--- src/rtl/pts_rr_arbiter_if.sv ---
// Bundle between the round-robin arbiter, its requesters and the shared shifter.
// The arbiter connects through the slave modport. The requester/shifter side connects through master.
interface pts_rr_arbiter_if #(
    parameter int WORD = 8,
    parameter int NREQ = 4
) ();
    logic [NREQ-1:0]      req;
    logic [NREQ*WORD-1:0] data_in;
    logic [NREQ-1:0]      grant;
    logic [NREQ-1:0]      ack;
    logic                 err;
    logic [2:0]           err_id;
    logic [WORD-1:0]      ser_data;
    logic                 ser_start;
    logic                 ser_done;
    logic                 busy;

    modport slave (
        input  req, data_in, ser_done,
        output grant, ack, err, err_id, ser_data, ser_start, busy
    );

    modport master (
        output req, data_in, ser_done,
        input  grant, ack, err, err_id, ser_data, ser_start, busy
    );
endinterface

--- src/rtl/pts_rr_arbiter.sv ---
// Round-robin sequencer that shares one parallel-to-serial shifter among NREQ requesters.
// A watchdog aborts any transfer whose shifter never reports done.
module pts_rr_arbiter #(
    parameter int WORD    = 8,
    parameter int NREQ    = 4,
    parameter int TIMEOUT = 32
) (
    input  logic             clk,
    input  logic             reset,
    pts_rr_arbiter_if.slave  bus
);
    localparam int IDXW = $clog2(NREQ);
    localparam int WDW  = $clog2(TIMEOUT);

    typedef enum logic [2:0] {
        IDLE,
        LOAD,
        SHIFT,
        DONE,
        ABORT
    } state_t;

    state_t            state_q;
    logic [NREQ-1:0]   grant_q;
    logic [NREQ-1:0]   ack_q;
    logic              err_q;
    logic [2:0]        err_id_q;
    logic [WORD-1:0]   ser_data_q;
    logic              ser_start_q;
    logic              busy_q;
    logic [IDXW-1:0]   ptr_q;
    logic [IDXW-1:0]   owner_q;
    logic [WDW-1:0]    wdog_q;

    logic              win_vld_d;
    logic [IDXW-1:0]   win_idx_d;
    logic [IDXW-1:0]   cand;
    int                idx;

    // Search upward from ptr+1. The loop runs farthest-first so the nearest pending requester overwrites and wins.
    always_comb begin
        win_vld_d = 1'b0;
        win_idx_d = '0;
        cand      = '0;
        idx       = 0;
        for (int k = NREQ; k >= 1; k--) begin
            idx  = (int'(ptr_q) + k) % NREQ;
            cand = IDXW'(idx);
            if (bus.req[cand]) begin
                win_vld_d = 1'b1;
                win_idx_d = cand;
            end
        end
    end

    always_ff @(posedge clk or negedge reset) begin
        if (!reset) begin
            state_q     <= IDLE;
            grant_q     <= '0;
            ack_q       <= '0;
            err_q       <= 1'b0;
            err_id_q    <= '0;
            ser_data_q  <= '0;
            ser_start_q <= 1'b0;
            busy_q      <= 1'b0;
            ptr_q       <= IDXW'(NREQ - 1);
            owner_q     <= '0;
            wdog_q      <= '0;
        end else begin
            case (state_q)
                IDLE: begin
                    ser_start_q <= 1'b0;
                    ack_q       <= '0;
                    err_q       <= 1'b0;
                    if (win_vld_d) begin
                        grant_q    <= NREQ'(1) << win_idx_d;
                        owner_q    <= win_idx_d;
                        ser_data_q <= bus.data_in[int'(win_idx_d)*WORD +: WORD];
                        busy_q     <= 1'b1;
                        state_q    <= LOAD;
                    end
                end
                LOAD: begin
                    ser_start_q <= 1'b1;
                    wdog_q      <= '0;
                    state_q     <= SHIFT;
                end
                // A done seen on the last watchdog cycle still counts as success.
                SHIFT: begin
                    if (bus.ser_done) begin
                        ack_q       <= NREQ'(1) << owner_q;
                        ser_start_q <= 1'b0;
                        state_q     <= DONE;
                    end else if (wdog_q == WDW'(TIMEOUT - 1)) begin
                        err_q       <= 1'b1;
                        err_id_q    <= 3'(owner_q);
                        ser_start_q <= 1'b0;
                        state_q     <= ABORT;
                    end else begin
                        wdog_q      <= wdog_q + WDW'(1);
                    end
                end
                DONE, ABORT: begin
                    ptr_q       <= owner_q;
                    grant_q     <= '0;
                    ack_q       <= '0;
                    err_q       <= 1'b0;
                    ser_start_q <= 1'b0;
                    busy_q      <= 1'b0;
                    state_q     <= IDLE;
                end
                default: begin
                    state_q     <= IDLE;
                    grant_q     <= '0;
                    ack_q       <= '0;
                    err_q       <= 1'b0;
                    ser_start_q <= 1'b0;
                    busy_q      <= 1'b0;
                end
            endcase
        end
    end

    assign bus.grant     = grant_q;
    assign bus.ack       = ack_q;
    assign bus.err       = err_q;
    assign bus.err_id    = err_id_q;
    assign bus.ser_data  = ser_data_q;
    assign bus.ser_start = ser_start_q;
    assign bus.busy      = busy_q;

endmodule

--- src/flat_wrapper.sv ---
// flat-port wrapper written by rule: the top's interface ports become plain ports
module pts_rr_arbiter_flat 
#(
    parameter int WORD    = 8,
    parameter int NREQ    = 4,
    parameter int TIMEOUT = 32
)
  (clk, reset, bus_req, bus_data_in, bus_ser_done, bus_grant, bus_ack, bus_err, bus_err_id, bus_ser_data, bus_ser_start, bus_busy);
  pts_rr_arbiter_if #(.WORD(WORD), .NREQ(NREQ)) bus_i ();
  input  logic clk;
  input  logic reset;
  input wire logic [$bits(bus_i.req)-1:0] bus_req;
  input wire logic [$bits(bus_i.data_in)-1:0] bus_data_in;
  input wire logic [$bits(bus_i.ser_done)-1:0] bus_ser_done;
  output wire logic [$bits(bus_i.grant)-1:0] bus_grant;
  output wire logic [$bits(bus_i.ack)-1:0] bus_ack;
  output wire logic [$bits(bus_i.err)-1:0] bus_err;
  output wire logic [$bits(bus_i.err_id)-1:0] bus_err_id;
  output wire logic [$bits(bus_i.ser_data)-1:0] bus_ser_data;
  output wire logic [$bits(bus_i.ser_start)-1:0] bus_ser_start;
  output wire logic [$bits(bus_i.busy)-1:0] bus_busy;
  assign bus_i.req = bus_req;
  assign bus_i.data_in = bus_data_in;
  assign bus_i.ser_done = bus_ser_done;
  assign bus_grant = bus_i.grant;
  assign bus_ack = bus_i.ack;
  assign bus_err = bus_i.err;
  assign bus_err_id = bus_i.err_id;
  assign bus_ser_data = bus_i.ser_data;
  assign bus_ser_start = bus_i.ser_start;
  assign bus_busy = bus_i.busy;
  pts_rr_arbiter #(.WORD(WORD), .NREQ(NREQ), .TIMEOUT(TIMEOUT)) u_core (.clk(clk), .reset(reset), .bus(bus_i));
endmodule
--- config.mk ---
export PLATFORM = sky130hd
export DESIGN_NAME = pts_rr_arbiter_flat
export DESIGN_NICKNAME = d
export VERILOG_FILES = /design/src/rtl/pts_rr_arbiter_if.sv /design/src/rtl/pts_rr_arbiter.sv /design/src/flat_wrapper.sv
export SDC_FILE = /design/constraint.sdc
export NUM_CORES = 1
export LEC_CHECK = 0
export BUFFER_PORTS_ARGS = -buffer_cell sky130_fd_sc_hd__buf_2
export CAP_MARGIN = 20
export CORE_MARGIN = 2
export CORE_UTILIZATION = 50
export CTS_BUF_LIST = sky130_fd_sc_hd__clkbuf_16
export DETAILED_ROUTE_END_ITERATION = 12
export PLACE_DENSITY = 0.83
export RECOVER_POWER = 50
export SKIP_LAST_GASP = 1
export SLEW_MARGIN = 5
export SYNTH_ARGS = -nofsm -noshare
export SYNTH_HDL_FRONTEND = slang
export SYNTH_SLANG_ARGS = --single-unit
--- constraint.sdc ---
create_clock -name clk -period 2.5 [get_ports clk]
set_input_delay 0.375 -clock clk [delete_from_list [all_inputs] [get_ports clk]]
set_output_delay 0.375 -clock clk [all_outputs]
set_load 0.02 [all_outputs]
==> results of run 1 <==
-- registers in the layout, indices dropped and copies added (netlist names) --
| name | cells |
|---|---|
| u_core.wdog_q | 5 |
| u_core.bus.ser_data | 8 |
| u_core.ptr_q | 2 |
| u_core.state_q | 3 |
| u_core.bus.grant | 4 |
| u_core.bus.ser_start | 1 |
| u_core.owner_q | 2 |
| u_core.bus.err | 1 |
| u_core.bus.ack | 4 |
| u_core.bus.busy | 1 |
| u_core.bus.err_id | 2 |
-- through the flow --
stage	total power, mW	setup slack (ns)	hold WS, ns
6_report	2.73	0.222	0.446
3_3_place_gp	2.16	0.337	0.454
5_1_grt	2.91	0.0422	0.468
4_1_cts	2.76	0.242	0.171
2_1_floorplan	1.89	0.685	0.0794
3_5_place_dp	2.18	0.266	0.460
-- final cells by class --
class	count	area share, %
Clock buffer	5	5.30
Clock inverter	3	0.477
Inverter	5	0.795
Multi-Input combinational cell	139	43.2
Sequential cell	33	35.1
Tap cell	48	2.54
Timing Repair Buffer	61	12.6
-- worst paths after layout --
kind	from	slack, ns	depth (start not counted)	end
min reg2reg	u_core.bus.ser_start	0.47	2	u_core.bus.ser_start
max reg2reg	u_core.state_q[2]	0.22	4	u_core.bus.ser_data[3]
min	bus_ser_done	0.45	3	u_core.bus.ack[1]
max in group asynchronous	reset	0.94	1	u_core.state_q[0]
max	u_core.state_q[2]	0.22	4	u_core.bus.ser_data[3]
min in group asynchronous	reset	0.56	1	u_core.bus.err_id[1]
-- critical path, stage by stage (launching register included) --
cell      delay, ns
dfrtp_1        0.52
nor4_4         0.76
nand3_2        0.45
a221oi_2       0.34
a211oi_2       0.08
-- report_power, final --
group,internal [mW],switching (mW)
clock network,0.357,0.205
logic,0.502,0.744
registers,0.727,0.193
-- cell usage after synthesis, types with 2 or more instances --
library cell / instances
buf_4: 3
dfstp_2: 2
ha_1: 2
inv_1: 5
nor2_1: 26
buf_6: 4
o21ai_1: 5
nand2b_1: 2
a21oi_1: 4
nor2b_1: 2
mux2i_1: 8
a31oi_1: 2
a221oi_2: 8
a22o_1: 8
xor2_1: 2
clkbuf_1: 2
a22oi_1: 2
nand2_1: 27
o21ai_0: 5
and3_1: 2
nand3_1: 2
a211oi_2: 8
dfrtp_1: 31
-- logic make-up (layout without fill, tap and decap cells) --
logic type                 count (synthesis)  in the layout  synth area share [%]
adders and majority gates                  2              2                  1.28
DFF                                       33             33                  42.5
other                                      1              1                 0.192
buffers and inverters                     15             74                  5.07
muxes                                     10             10                  5.27
and+or+nand+nor                           75             75                  20.3
AOI/OAI and AO/OA                         49             49                  24.5
xor gates and xnor gates                   2              2                 0.899
-- routing by layer --
metal / vias to the layer above / global-route usage, % / part of all wire, %
met4: 0 / 6.12 / 1.3
li1: 788 / - / -
met1: 799 / 29.4 / 44
met3: 6 / 4.60 / 5.1
met2: 43 / 32.8 / 50
met5: - / 0 / 0
==> flow_metrics.tcl, run 1 <==
set metrics [dict create \
    clk_latency_ns 0.28 \
    h-tree-depth 2 \
    die_area_um2 4410 \
    peakVddDrop_mv 0.685 \
    async_reset_ff_share_pct 100 \
    synth-edff-count 0 \
    final_common_cell "buf_2" \
    clk_pin_slew_ns 0.05 \
    wl_per_cell_um 14.7 \
    skew_ns 0.00628 \
    start_util_pct 52.4 \
    yosys.cell_types.count 48 \
    final_max_slew_viol_count 34 \
    diodes 0 \
    grt_max_degree 34 \
    vias_per_cell 5.56 \
    postSynthNetCount 228 \
    synth_largest_area_cell "dfrtp_1" \
    cts_tree "built" \
    final_cell_area_um2 2360 \
    post-route-util_pct 63.5 \
    rsz0062_at_grt "no" \
    antenna_found_initial 0 \
    grt_use_total_pct 21.0 \
    gp_congestion 0.815 \
    synth.avg_cell_area_um2 10.4 \
    antenna_left 0 \
    tritoncts.num_buffers 5 \
    io_pins 61 \
    yosysTopAreaCellShare_pct 39.8 \
    nFillCells 324 \
    tightest_slew_ns 1.74 \
    drtIter0Drc 64 \
    violations "max-capacitance violations, max-slew violations" \
    p_leak_nw 1.14 \
    postRouteWirelength_um 4320 \
    grt_pass1_wl_um 6910 \
    cts.sink_count 33 \
    crit_arrival_ns 2.42 \
    dpl.cell_count 286 \
    multi_input_area_um2 1020 \
    overflow 0 \
    netlist_area_um2 1950 \
    dr.pass1.iters 4 \
    post-route-period-util_pct 91.1 \
    drive_gt1_share_pct 35.4 \
    via_count 1636 \
    final_cell_mix "buf_2 (48), dfrtp_1 (31), nand2_1 (27)" \
    startpoint_type "register" \
    synth_flop_cell "dfrtp_1" \
    final-setup-viol-count 0 \
    root_buffer "clkbuf_16" \
    hpwl_um 3150 \
    fp-row-count 22 \
    slew_headroom_pct -16.0 \
    clockBufferDepth 2 \
    maxCapViolCount 1 \
    finalWorstPathRequiredPeriod_ns 2.28 \
    crit_type "reg -> reg" \
    hold_path.class "in -> reg" \
    ctsResizeCount 0 \
    synthCells 187 \
    finalSetupTns_ns 0 \
    grt_pass1_vias 1490 \
    floorplan.die.width_um 66.4 \
    max_freq_ghz 0.439 \
    post-cts-setup-buffers 0 \
    power_density_nw_per_um2 1160 \
    ys_warn_count 0 \
    finalHoldViolCount 0 \
    fp.dieH_um 66.4 \
    nNetsFinal 286 \
    regArea_um2 828 \
    status "complete, but fails checks" \
    ys_seq_elements 33 \
    cp.required_ns 2.64 \
    core_um2 3720 \
    ys_seq_area_share_pct 42.5 \
    cts_hold_buffers 0 \
    drc 0 \
    synth.area.top_cells "dfrtp_1 (40%), a221oi_2 (6.2%), nand2_1 (5.2%)" \
    syn2layout_area_growth_pct 21.2 \
    cp_max_fo 14 \
    fin_cells 294 \
    numPortBuffers 59 \
    worstSetupEndpointType "register" \
    place_area_um2 2240 \
]
Note: power is estimated with default switching activity, not from simulation.
==> inputs of run 2 (changes only) <==
--- a/config.mk
+++ b/config.mk
@@ -5,6 +5,7 @@
 export SDC_FILE = /design/constraint.sdc
 export NUM_CORES = 1
 export LEC_CHECK = 0
+export ABC_AREA = 1
 export BUFFER_PORTS_ARGS = -buffer_cell sky130_fd_sc_hd__buf_2
 export CAP_MARGIN = 20
 export CORE_MARGIN = 2
@@ -13,6 +14,8 @@
 export DETAILED_ROUTE_END_ITERATION = 12
 export PLACE_DENSITY = 0.83
 export RECOVER_POWER = 50
+export REMOVE_ABC_BUFFERS = 1
+export SKIP_CTS_REPAIR_TIMING = 1
 export SKIP_LAST_GASP = 1
 export SLEW_MARGIN = 5
 export SYNTH_ARGS = -nofsm -noshare
==> run 2 against run 1 <==
  * The run still ends with max-capacitance violations, max-slew violations left
  * Critical path depth grew 4
  * Global-route usage grew 2.7 points
  * Die area grew 1.6%
  * Setup slack gained 0.031 ns
  * Clock skew shrank 0.0020 ns
  * Sequential power shrank 0.9%
  * Critical endpoint is now u_core.bus.grant[0]
  * Routed wire length grew 13%
  * Sequential cell count is the same
  * Non-clock buffer count shrank 1
==> flow_metrics.tcl, run 2 <==
set metrics [dict create \
    status "complete, but fails checks" \
    violations "max-capacitance violations, max-slew violations" \
    clk_latency_ns 0.27 \
    crit_type "reg -> reg" \
    drive_gt1_share_pct 23.3 \
    tightest_slew_ns 1.70 \
    fp.dieH_um 67.0 \
    synth.most_common_cell "nand2_1" \
    finalHoldViolCount 0 \
    cpMaxStageDelayCell "dfstp_2" \
    grt_max_degree 34 \
    skew_ns 0.00429 \
    nFillCells 331 \
    p_switching_mw 1.79 \
    antenna_left 0 \
    core_um2 3740 \
    rr_startpoint "u_core.ptr_q[0]" \
    switching_share_pct 50.8 \
    final_max_slew_viol_count 34 \
    largest_reg_flops 8 \
    post-route-period-util_pct 89.9 \
    pwr-share-clk_pct 16.5 \
    p_seq_share_pct 25.9 \
    grt_pass1_wl_um 7940 \
    finalWorstPathRequiredPeriod_ns 2.25 \
    combPwrFrac_pct 57.7 \
    hold_path.class "in -> reg" \
    overflow 0 \
    ys_seq_area_share_pct 41.8 \
    wl_per_cell_um 12.6 \
    r2r_end "u_core.bus.grant[0]" \
    final_cell_mix "nand2_1 (115), buf_2 (50), inv_1 (34)" \
    ys_warn_count 0 \
    internal-power_mw 1.74 \
    cp_max_fo 13 \
    cp.required_ns 2.68 \
    drtIter0Drc 115 \
    numPortBuffers 59 \
    cts.sink_count 33 \
    tritoncts.num_buffers 5 \
    netlist_area_um2 1980 \
    crit_buf_inv 1 \
    ys_seq_elements 33 \
    critical_path.most_common_cell "nand2_1" \
    gp_congestion 0.805 \
    die_area_um2 4480 \
    synth.area.top_cells "dfrtp_1 (39%), nand2_1 (22%), nand3_1 (8.1%)" \
    min-delay-start "bus_ser_done" \
    finalSetupTns_ns 0 \
    clockBufferDepth 2 \
    io_pins 61 \
    dr.pass1.iters 4 \
    nNetsFinal 379 \
    grt_pass1_vias 1841 \
    yosysTopAreaCellShare_pct 39.1 \
    synth.avg_cell_area_um2 7.10 \
    yosys.cell_types.count 28 \
    vias_per_cell 5.11 \
    syn2layout_area_growth_pct 21.3 \
    synth-edff-count 0 \
    via_count 1979 \
    final_common_cell "nand2_1" \
    synth_flop_cell "dfrtp_1" \
    post-route-util_pct 64.2 \
    h-tree-depth 2 \
    async_reset_ff_share_pct 100 \
    holdPathStages 3 \
    hpwl_um 3470 \
    grt_use_total_pct 23.7 \
    whs_endpoint "u_core.state_q[0]" \
    drc 0 \
    reg2reg_slack_ns 0.25 \
    diodes 0 \
    rsz0062_at_grt "no" \
    synthCells 279 \
    power_density_nw_per_um2 1470 \
    critPathTopFamily "simple AND/OR/NAND/NOR gates" \
    worstSetupEndpointType "register" \
    startpoint_type "register" \
    synth_largest_area_cell "dfrtp_1" \
    peakVddDrop_mv 0.879 \
    reg2reg_depth 8 \
    pre_cts_ws_ns 0.292 \
    cts_tree "built" \
    postRouteWirelength_um 4860 \
    antenna_found_initial 0 \
    slowest_delay_ns 0.65 \
    slew_headroom_pct -13.6 \
    path_cells "nand2_1 > nand2_2 > nand2_1 > nand2_1 > nor3_1 > nor2_1 > inv_2 > o31ai_1" \
    final-setup-viol-count 0 \
    synthTopCellsByCount "nand2_1 (115), inv_1 (33), nand3_1 (32)" \
    root_buffer "clkbuf_16" \
    floorplan.die.width_um 67.0 \
    max_freq_ghz 0.445 \
    setup_slack_ns 0.252 \
    fp-row-count 22 \
    p_leak_nw 1.39 \
    crit_arrival_ns 2.43 \
    maxCapViolCount 1 \
    start_util_pct 52.9 \
    clk_pin_slew_ns 0.05 \
]
==> run 2: metal layers <==
metal,vias up,share of wire (%),wire length (um),track usage (%)
met3,4,5.2,251,4.56
met2,66,49,2380,38.0
li1,995,-,-,-
met5,-,0,0,0
met1,914,45,2190,31.2
met4,0,0.84,41,9.95
==> run 2: worst max-delay path by stage <==
stage               startpoint                  end  slack, ns  cells after the start
5_1_grt        u_core.ptr_q[0]  u_core.bus.grant[0]       0.05                      8
3_5_place_dp   u_core.ptr_q[0]  u_core.bus.grant[0]       0.29                      8
3_3_place_gp   u_core.ptr_q[0]  u_core.bus.grant[0]       0.39                      8
6_report       u_core.ptr_q[0]  u_core.bus.grant[0]       0.25                      8
2_1_floorplan  u_core.ptr_q[0]  u_core.bus.grant[0]       0.61                      8
4_1_cts        u_core.ptr_q[0]  u_core.bus.grant[0]       0.26                      8
==> run 2: logic make-up (layout without fill, tap and decap cells) <==
kind of cell | after synthesis | in the layout | share of synthesized area (%)
compound gates | 24 | 24 | 7.83
simple gates | 173 | 173 | 37.9
other cells | 1 | 1 | 0.189
flops | 33 | 33 | 41.8
fa+ha+maj | 2 | 2 | 1.26
buf+inv | 46 | 106 | 11.0
==> run 2: tightest hold or removal path, stage by stage <==
cell     delay [ns]
buf_2          0.11
nand2_1        0.09
a21oi_1        0.07
==> run 2: layout make-up <==
type	count	area (um^2)	share of cell area, %
clock buffers	5	125	5.20
inverters	38	150	6.24
flip-flops and latches	33	828	34.4
well taps	48	60.1	2.50
repair buffers	60	292	12.1
clock inverters	3	13.8	0.572
multi-input cells	200	936	38.9
==> run 2: power by group through the flow <==
stage / Sequential [mW] / Combinational, mW / Clock [mW]
detailed placement: 0.912 / 2.01 / 0
CTS: 0.907 / 2.04 / 0.580
floorplan: 1.03 / 1.34 / 0
global placement: 0.912 / 1.95 / 0
finish: 0.912 / 2.03 / 0.581
global route: 0.939 / 2.31 / 0.612
==> run 2: through the flow <==
step	power, mW	cells	hold slack, ns	instance area, um^2
after floorplan	2.37	271	0.0794	1910
after global placement	2.87	379	0.450	2280
after detailed placement	2.92	379	0.453	2280
after CTS	3.53	387	0.178	2420
after global routing	3.86	387	0.403	2400
final	3.53	387	0.406	2400
